**src/rtl/fp_addsub_seq.sv**
```systemverilog
// fp_addsub_seq: multi-cycle IEEE-754 single-precision add/subtract
// one-bit-per-cycle align and normalise, round-to-nearest-even
module fp_addsub_seq #(
  parameter int MAX_LAT = 60
) (
  input  logic        clk,
  input  logic        rst,
  input  logic        start,
  input  logic        sub,
  input  logic [31:0] a,
  input  logic [31:0] b,
  output logic [31:0] s,
  output logic        busy,
  output logic        done
);

  localparam logic [2:0] IDLE   = 3'd0;
  localparam logic [2:0] UNPACK = 3'd1;
  localparam logic [2:0] ALIGN  = 3'd2;
  localparam logic [2:0] ADD    = 3'd3;
  localparam logic [2:0] NORM   = 3'd4;
  localparam logic [2:0] ROUND  = 3'd5;
  localparam logic [2:0] DONE   = 3'd6;

  // worst path is a 26-step align plus one normalise step: 33 cycles
  if (MAX_LAT < 33) begin : g_lat_chk
    $error("MAX_LAT below worst-case latency of 33");
  end

  logic [2:0]  state;
  logic [31:0] ra, rb;
  logic        rsub;
  logic        sa, sb;
  logic [8:0]  e, diff;
  logic [27:0] ma, mb, m;

  logic [8:0]  xa_e, xb_e;
  logic [27:0] xa_m, xb_m;
  logic        xb_s, swap;
  logic        eff_sub;
  logic [27:0] sum;
  logic [7:0]  enc;
  logic        up;
  logic [30:0] rnd;

  // mantissa layout: [27] carry, [26] hidden, [25:3] frac, [2:0] g/r/s
  always_comb begin
    xa_e    = (ra[30:23] == 8'd0) ? 9'd1 : {1'b0, ra[30:23]};
    xb_e    = (rb[30:23] == 8'd0) ? 9'd1 : {1'b0, rb[30:23]};
    xa_m    = {1'b0, |ra[30:23], ra[22:0], 3'b000};
    xb_m    = {1'b0, |rb[30:23], rb[22:0], 3'b000};
    xb_s    = rb[31] ^ rsub;
    swap    = rb[30:0] > ra[30:0];
    eff_sub = sa ^ sb;
    sum     = eff_sub ? ma - mb : ma + mb;
    enc     = m[26] ? e[7:0] : 8'd0;
    up      = m[2] & (m[3] | m[1] | m[0]);
    rnd     = {enc, m[25:3]} + {30'd0, up};
  end

  always_ff @(posedge clk or posedge rst) begin
    if (rst) begin
      state <= IDLE;
      ra    <= '0;
      rb    <= '0;
      rsub  <= 1'b0;
      sa    <= 1'b0;
      sb    <= 1'b0;
      e     <= '0;
      diff  <= '0;
      ma    <= '0;
      mb    <= '0;
      m     <= '0;
      s     <= '0;
    end else begin
      unique case (state)
        IDLE: begin
          if (start) begin
            ra    <= a;
            rb    <= b;
            rsub  <= sub;
            state <= UNPACK;
          end
        end
        UNPACK: begin
          if (swap) begin
            sa   <= xb_s;
            sb   <= ra[31];
            e    <= xb_e;
            ma   <= xb_m;
            mb   <= xa_m;
            diff <= xb_e - xa_e;
          end else begin
            sa   <= ra[31];
            sb   <= xb_s;
            e    <= xa_e;
            ma   <= xa_m;
            mb   <= xb_m;
            diff <= xa_e - xb_e;
          end
          state <= ALIGN;
        end
        ALIGN: begin
          if (diff == 9'd0) begin
            state <= ADD;
          end else if (diff > 9'd26) begin
            mb   <= {27'd0, |mb};
            diff <= 9'd0;
          end else begin
            mb   <= {1'b0, mb[27:2], |mb[1:0]};
            diff <= diff - 9'd1;
          end
        end
        ADD: begin
          if (sum[27]) begin
            m <= {1'b0, sum[27:2], |sum[1:0]};
            e <= e + 9'd1;
          end else begin
            m <= sum;
          end
          if (eff_sub && sum == 28'd0) sa <= 1'b0;
          state <= NORM;
        end
        NORM: begin
          if (!m[26] && e > 9'd1 && m != 28'd0) begin
            m <= {m[26:0], 1'b0};
            e <= e - 9'd1;
          end else begin
            state <= ROUND;
          end
        end
        ROUND: begin
          s     <= {sa, rnd};
          state <= DONE;
        end
        DONE: state <= IDLE;
        default: state <= IDLE;
      endcase
    end
  end

  assign busy = (state != IDLE) && (state != DONE);
  assign done = (state == DONE);

endmodule

```
**config.mk**
```make
export PLATFORM = sky130hd
export DESIGN_NAME = fp_addsub_seq
export DESIGN_NICKNAME = d
export VERILOG_FILES = /design/src/rtl/fp_addsub_seq.sv
export SDC_FILE = /design/constraint.sdc
export NUM_CORES = 1
export LEC_CHECK = 0
export BUFFER_PORTS_ARGS = -buffer_cell sky130_fd_sc_hd__buf_2
export CAP_MARGIN = 15
export CELL_PAD_IN_SITES_DETAIL_PLACEMENT = 0
export CELL_PAD_IN_SITES_GLOBAL_PLACEMENT = 1
export CORE_AREA = 3 3 173 175
export CTS_CLUSTER_DIAMETER = 50
export DETAILED_ROUTE_END_ITERATION = 16
export DIE_AREA = 0 0 176 178
export PLACE_DENSITY = 0.86
export SYNTH_ARGS = -nofsm -noshare
export SYNTH_HDL_FRONTEND = slang
export SYNTH_SLANG_ARGS = --single-unit
```
**constraint.sdc**
```tcl
create_clock -name clk -period 6.6 [get_ports clk]
set_input_delay 0 -clock clk [delete_from_list [all_inputs] [get_ports clk]]
set_output_delay 0 -clock clk [all_outputs]
set_load 0.005 [all_outputs]
```
==> results of run 1 <==
==> per-stage QoR <==
step           util, %  setup slack (ns)  cells  hold slack [ns]  instance area (um^2)
6_report         53.70             1.034   2054           0.2751                 15370
5_1_grt          53.70            0.6172   2054           0.2866                 15370
4_1_cts          53.70             1.096   2054           0.2584                 15370
3_5_place_dp     49.06             1.118   1955           0.2084                 14040
3_3_place_gp     49.06             1.301   1955           0.2038                 14040
2_1_floorplan        -             1.174   1555           0.1168                 13290
==> registers in the layout, summed over array words and instances (netlist names) <==
| signal | flops |
|---|---|
| rsub | 1 |
| sb | 1 |
| m | 28 |
| ma | 24 |
| sa | 1 |
| state | 3 |
| ra | 32 |
| diff | 9 |
| rb | 32 |
| mb | 27 |
| e | 9 |
| s | 32 |
==> cells by family after synthesis <==
family,after synthesis,synth area share (%)
xor gates and xnor gates,86,5.920
muxes,88,6.927
adders and majority gates,80,7.642
buffers and inverters,173,4.998
and+or+nand+nor,526,18.39
DFF,199,37.46
AOI/OAI and AO/OA,403,18.66
==> worst max-delay path by stage <==
stage,end,slack (ns),depth (start not counted)
final,sa,1.03,20
after floorplan,diff[0],1.17,1
after global placement,sa,1.30,20
after CTS,sa,1.10,20
after detailed placement,sa,1.12,20
after global routing,sa,0.62,20
==> layer usage <==
metal  GRT usage (%)  wire length, um  vias up
li1                -                -     5734
met2           35.21            15590      322
met3           2.597             1509       39
met1           33.16            17090     5552
met5               0                0        -
met4           5.609              580        0
==> area by class of cell <==
class                   count  area share (%)
multi-input cells        1183           49.99
flip-flops and latches    199           32.40
repair buffers            183           8.384
well taps                 384           3.126
clock buffers              17           2.768
inverters                  73           1.832
clock inverters            15           1.506
==> synth_stat cells, types with 11 or more instances <==
cell and instances:
sky130_fd_sc_hd__nor3_1 24, sky130_fd_sc_hd__nand2_1 249, sky130_fd_sc_hd__a21oi_1 94, sky130_fd_sc_hd__nand4_1 15
sky130_fd_sc_hd__buf_1 11, sky130_fd_sc_hd__nor2_1 90, sky130_fd_sc_hd__xor2_1 46, sky130_fd_sc_hd__and3_1 18
sky130_fd_sc_hd__ha_1 78, sky130_fd_sc_hd__nand3_1 34, sky130_fd_sc_hd__o21ai_0 158, sky130_fd_sc_hd__or3_1 14
sky130_fd_sc_hd__o211ai_1 13, sky130_fd_sc_hd__xnor2_1 37, sky130_fd_sc_hd__a21o_1 14, sky130_fd_sc_hd__nor4_1 25
sky130_fd_sc_hd__clkbuf_1 84, sky130_fd_sc_hd__o221ai_1 27, sky130_fd_sc_hd__inv_1 73, sky130_fd_sc_hd__dfrtp_1 199
sky130_fd_sc_hd__mux2i_1 56, sky130_fd_sc_hd__mux2_2 32
==> worst reg2reg max path, cell delays in order (launching register included) <==
cell,delay (ns)
sky130_fd_sc_hd__dfrtp_1,0.44
sky130_fd_sc_hd__inv_1,0.12
sky130_fd_sc_hd__ha_1,0.28
sky130_fd_sc_hd__nand2b_1,0.20
sky130_fd_sc_hd__nor4_1,0.68
sky130_fd_sc_hd__nand2_1,0.13
sky130_fd_sc_hd__or3_1,0.39
sky130_fd_sc_hd__or4_1,0.43
sky130_fd_sc_hd__o21ai_0,0.23
sky130_fd_sc_hd__xor2_1,0.18
sky130_fd_sc_hd__ha_1,0.32
sky130_fd_sc_hd__a211oi_1,0.27
sky130_fd_sc_hd__o21bai_1,0.12
sky130_fd_sc_hd__nor3_1,0.14
sky130_fd_sc_hd__o31ai_1,0.14
sky130_fd_sc_hd__nor3b_4,0.35
sky130_fd_sc_hd__xor2_2,0.17
sky130_fd_sc_hd__buf_4,0.24
sky130_fd_sc_hd__nor2_1,0.16
sky130_fd_sc_hd__nor4bb_1,0.31
sky130_fd_sc_hd__a41oi_1,0.15
==> timing repair <==
action                                  CTS  global route
setup buffers                             0             0
resized for setup                         0             0
hold buffers                             67             0
endpoints found under the setup margin    0             0
hold endpoints to repair                192             0
==> key figures, run 1 <==
CTS
  • Clock insertion delay at the later pin of the skew report: approximately 0.45 ns
  • Clock-pin slew on the worst setup and hold paths: roughly 0.09 ns
  • Maximum number of buffers from clock root to sink: 2
  • TritonCTS buffer count: 17
  • Clock sink count: around 200
  • CTS tree: yes
  • H-tree depth reported by CTS: 4
  • Master cell of the clock root buffer: sky130_fd_sc_hd__clkbuf_16

Layout
  • Highest-count cells in the layout ignoring fill and taps: sky130_fd_sc_hd__nand2_1 (248), sky130_fd_sc_hd__dfrtp_1 (199), sky130_fd_sc_hd__o21ai_0 (158)
  • Total number of nets in the final design: around 1800
  • Area of the multi-input gates: 0.007684 mm^2
  • Layout area overhead: 15.62%
  • Most common cell after layout, fill and taps aside: sky130_fd_sc_hd__nand2_1
  • ANT cells: 0
  • Register area: 0.004980 mm^2
  • Fraction of final layout cells sized beyond drive strength 1: 12.22%
  • Fill cell count: 2574

Floorplan
  • Starting utilization of the core area: 46.44%
  • Area of the placeable core: 0.02863 mm^2
  • Die Width: 176 um
  • I/O pin count: 102
  • Std cell rows: 62
  • Die Span Y: 178 um
  • Die ar.: 0.03133 mm^2

Synthesis
  • Cell area after synthesis: 0.01329 mm^2
  • Most used flip-flop cell after synthesis: sky130_fd_sc_hd__dfrtp_1
  • Most area-hungry cell type in the Yosys netlist: sky130_fd_sc_hd__dfrtp_1
  • Proportion of synthesized chip area in sequential cells: ~37%
  • Number of enable flip-flop cells after synthesis: 0
  • Synthesized flop and latch total: 199
  • Synthesized Nets: 1703
  • Mean Syn Cell Area: 8.549 um^2
  • Post-synth top area share: around 37%
  • FFs w/ async S/R, synth: between 90% and 100%
  • Cells taking the most area after synthesis: sky130_fd_sc_hd__dfrtp_1 (37%), sky130_fd_sc_hd__ha_1 (7.3%), sky130_fd_sc_hd__nand2_1 (7.0%)
  • Number of warning messages in the yosys log: 0
  • Unique cell type count in the Yosys netlist: 74
  • Count of mapped cells out of synthesis: 1555

Timing
  • Max Clock Freq: 0.1797 GHz
  • Min cycle time layout: 5.566 ns
  • Slew Viols, Final: 0
  • Number of failing setup endpoints in the final timing report: 0
  • Part of the cycle the worst path needs: 84.33%
  • Headroom to the max-slew limit: 32.03%
  • Final hold violations: 0
  • Setup repair after global routing missed its margin: no
  • Slew at the pin closest to its max-slew limit: between 1 and 1.5 ns
  • Final Skew: 0.01883 ns
  • Sum of negative setup slack: 0 ns

Drt
  • Total iterations of the first detailed-routing run: 6
  • Antenna-violating nets left: 0
  • Via/cell ratio: 5.670
  • Number of violations reported at the end of detailed-routing iteration 0: 856
  • Per-cell routed wire length: 16.93 um
  • Overall routed net length: 34770 um
  • Number of vias in the routed layout: 11650
  • Detailed-route DRC error count: 0

Setup path
  • Worst flop-to-flop path endpoint: sa
  • Class of the most critical setup path: flip-flop to flip-flop
  • Sequence of cells on the critical path: inv_1 -> ha_1 -> nand2b_1 -> nor4_1 -> nand2_1 -> or3_1 -> or4_1 -> o21ai_0 -> xor2_1 -> ha_1 -> a211oi_1 -> o21bai_1 -> nor3_1 -> o31ai_1 -> nor3b_4 -> xor2_2 -> buf_4 -> nor2_1 -> nor4bb_1 -> a41oi_1
  • Arrival time worst endpoint: 5.87 ns
  • Highest net fanout along the worst path: 15
  • Launching instance or port of the critical path: mb[0]
  • Family with the most delay on the worst path: simple AND/OR/NAND/NOR gates
  • Highest-delay cell along the critical path: sky130_fd_sc_hd__nor4_1
  • Crit. End Element: flip-flop
  • Worst path required time: 6.91 ns
  • Reg-to-Reg Start: mb[0]
  • Count of buffering cells on the critical path with inverters included: 2
  • Cells on worst reg2reg path: 20
  • Crit start category: flip-flop
  • Delay of the slowest cell on the worst path: around 0.68 ns
  • CP dominant cell by count: sky130_fd_sc_hd__ha_1
  • Worst reg2reg setup slack: 1.03 ns

Global route
  • Via count of the first global-routing pass: 10970
  • Initial antenna violation count: 0
  • Total global routing track utilization: 22.43%
  • Global-route wire length before repair: 57490 um
  • Largest net degree at the start of global routing: ~130
  • Total global routing overflow: 0

Placed design
  • Detailed-placement wirelength estimate: 25080 um
  • Buffers on Ports: 101
  • RePlAce Congestion: 0.8896

Run status
  • Result of the run: complete, no violations

Hold path
  • Type of the worst min-delay path: input port to async pin

Flow run
  • Number of maximum-capacitance constraint violations: 0
Power of run 1 is not shown: default switching activity piles up to over one toggle a cycle in this logic, so the estimate is an artifact.
==> run 2: changes to the inputs <==
Clock period 6.6 ns to 5.8 ns, I/O delays scaled along.
==> run 2 against run 1 <==
  * Final cell count about the same
  * Fmax rose by 5.5%
  * Non-clock buffer count increased by 1
  * Critical path depth up 1
  * Worst setup slack worse by 0.51 ns
  * Cell area barely moved
  * Critical path type unchanged
  * Critical endpoint unchanged
==> key figures, run 2 (same netlist as run 1, synthesis figures left out) <==
CTS
  • Post-cts resize count: 0
  • CTS tree: yes
  • Clock sink count: 199
  • Master cell of the clock root buffer: sky130_fd_sc_hd__clkbuf_16
  • Number of buffers added for setup after CTS: 0
  • Clock-pin slew on the worst setup and hold paths: approximately 0.09 ns
  • Maximum number of buffers from clock root to sink: 2
  • TritonCTS buffer count: 17
  • Clock insertion delay at the later pin of the skew report: ~0.46 ns
  • H-tree depth reported by CTS: 4

Layout
  • Top flop regs: ra (32), rb (32), s (32)
  • Post-route cell area: 0.01537 mm^2
  • Most common cell after layout, fill and taps aside: sky130_fd_sc_hd__nand2_1
  • ANT cells: 0
  • Layout area overhead: 15.59%
  • Fraction of final layout cells sized beyond drive strength 1: 12.27%
  • Total number of nets in the final design: 1806
  • Highest-count cells in the layout ignoring fill and taps: sky130_fd_sc_hd__nand2_1 (248), sky130_fd_sc_hd__dfrtp_1 (199), sky130_fd_sc_hd__o21ai_0 (158)

Floorplan
  • Starting utilization of the core area: 46.44%
  • Die Span Y: ~180 um
  • Die Width: 176 um
  • Die ar.: about 0.031 mm^2
  • Std cell rows: 62
  • I/O pin count: 102
  • Area of the placeable core: 0.02863 mm^2

Setup path
  • Crit. End Element: flip-flop
  • Worst path required time: 6.10 ns
  • Crit start category: flip-flop
  • Class of the most critical setup path: flip-flop to flip-flop
  • Highest net fanout along the worst path: 18
  • Arrival time worst endpoint: 5.58 ns

Drt
  • Number of violations reported at the end of detailed-routing iteration 0: 847
  • Number of vias in the routed layout: 11500
  • Via/cell ratio: 5.598
  • Per-cell routed wire length: roughly 17 um
  • Antenna-violating nets left: 0
  • Detailed-route DRC error count: 0
  • Total iterations of the first detailed-routing run: 5
  • Overall routed net length: 34510 um

Timing
  • Number of failing setup endpoints in the final timing report: 0
  • Min cycle time layout: 5.278 ns
  • Part of the cycle the worst path needs: roughly nine tenths
  • Slew at the pin closest to its max-slew limit: roughly 1.1 ns
  • Setup repair after global routing missed its margin: no
  • Final Skew: ~0.021 ns
  • Max Clock Freq: 0.1895 GHz
  • Sum of negative setup slack: 0 ns
  • Final hold violations: 0
  • Slew Viols, Final: 0
  • Headroom to the max-slew limit: 29.52%

Hold path
  • Type of the worst min-delay path: input port to async pin

Placed design
  • DP Area: 0.01405 mm^2
  • Detailed-placement wirelength estimate: 24790 um
  • RePlAce Congestion: approximately 0.93
  • Buffers on Ports: roughly 100

Global route
  • Initial antenna violation count: 0
  • Via count of the first global-routing pass: 10980
  • Global-route wire length before repair: 57370 um
  • Total global routing overflow: 0
  • Total global routing track utilization: 22.39%
  • Largest net degree at the start of global routing: 130

Flow run
  • Number of maximum-capacitance constraint violations: 0

Run status
  • Result of the run: complete, no violations
[run 2: worst paths after layout]
path | start | end | slack (ns) | cells past startpoint
worst min register to register | s[8] | s[8] | 0.48 | 2
max in group asynchronous | rst | mb[22] | 4.10 | 4
min in group clk | b[28] | rb[28] | 0.27 | 4
worst min-delay path | rst | s[6] | 0.27 | 3
worst max register to register | mb[0] | sa | 0.52 | 21
worst max-delay path | mb[0] | sa | 0.52 | 21
[run 2: area by class of cell]
type / instances / area (um^2)
clock buffers: 17 / 425.4
flip-flops and latches: 199 / 4980
repair buffers: 184 / 1296
clock inverters: 15 / 219.0
fillers: 2593 / 13260
multi-input cells: 1183 / 7684
well taps: 384 / 480.5
inverters: 73 / 281.5
[run 2: critical path, stage by stage (launching register included)]
cell and delay [ns]:
sky130_fd_sc_hd__dfrtp_1 0.45, sky130_fd_sc_hd__inv_1 0.11, sky130_fd_sc_hd__ha_1 0.28, sky130_fd_sc_hd__nand2b_1 0.20, sky130_fd_sc_hd__nor4_1 0.27, sky130_fd_sc_hd__buf_4 0.18, sky130_fd_sc_hd__nand2_1 0.07, sky130_fd_sc_hd__or3_1 0.36
sky130_fd_sc_hd__or4_1 0.44, sky130_fd_sc_hd__o21ai_0 0.21, sky130_fd_sc_hd__xor2_1 0.10, sky130_fd_sc_hd__ha_1 0.40, sky130_fd_sc_hd__a211oi_1 0.10, sky130_fd_sc_hd__o21bai_1 0.20, sky130_fd_sc_hd__nor3_1 0.07, sky130_fd_sc_hd__o31ai_1 0.49
sky130_fd_sc_hd__nor3b_4 0.14, sky130_fd_sc_hd__xor2_2 0.17, sky130_fd_sc_hd__buf_4 0.24, sky130_fd_sc_hd__nor2_1 0.16, sky130_fd_sc_hd__nor4bb_1 0.33, sky130_fd_sc_hd__a41oi_1 0.16
[run 2: stage by stage]
stage               hold slack, ns  std cells  utilization (%)  worst slack, ns
CTS                         0.2546       2055            53.68           0.6284
global route                0.2889       2055            53.68           0.2018
floorplan                   0.1168       1555                -           0.3743
finish                      0.2668       2055            53.68           0.5225
detailed placement          0.2051       1956            49.09           0.6650
global placement            0.2076       1956            49.09           0.8498
[run 2: what timing repair did]
action / 4_1_cts / 5_1_grt
endpoints found under the setup margin: 0 / 0
hold endpoints to repair: 194 / 0
hold buffers: 67 / 0
[run 2: layer usage]
layer / track usage, % / part of all wire, % / wire [um]
met3: 2.661 / 4.1 / 1430
met1: 32.95 / 49 / 17000
met2: 35.28 / 45 / 15580
met5: 0 / 0 / 0
met4: 5.510 / 1.4 / 500
Power of run 2 is left out for the same reason.
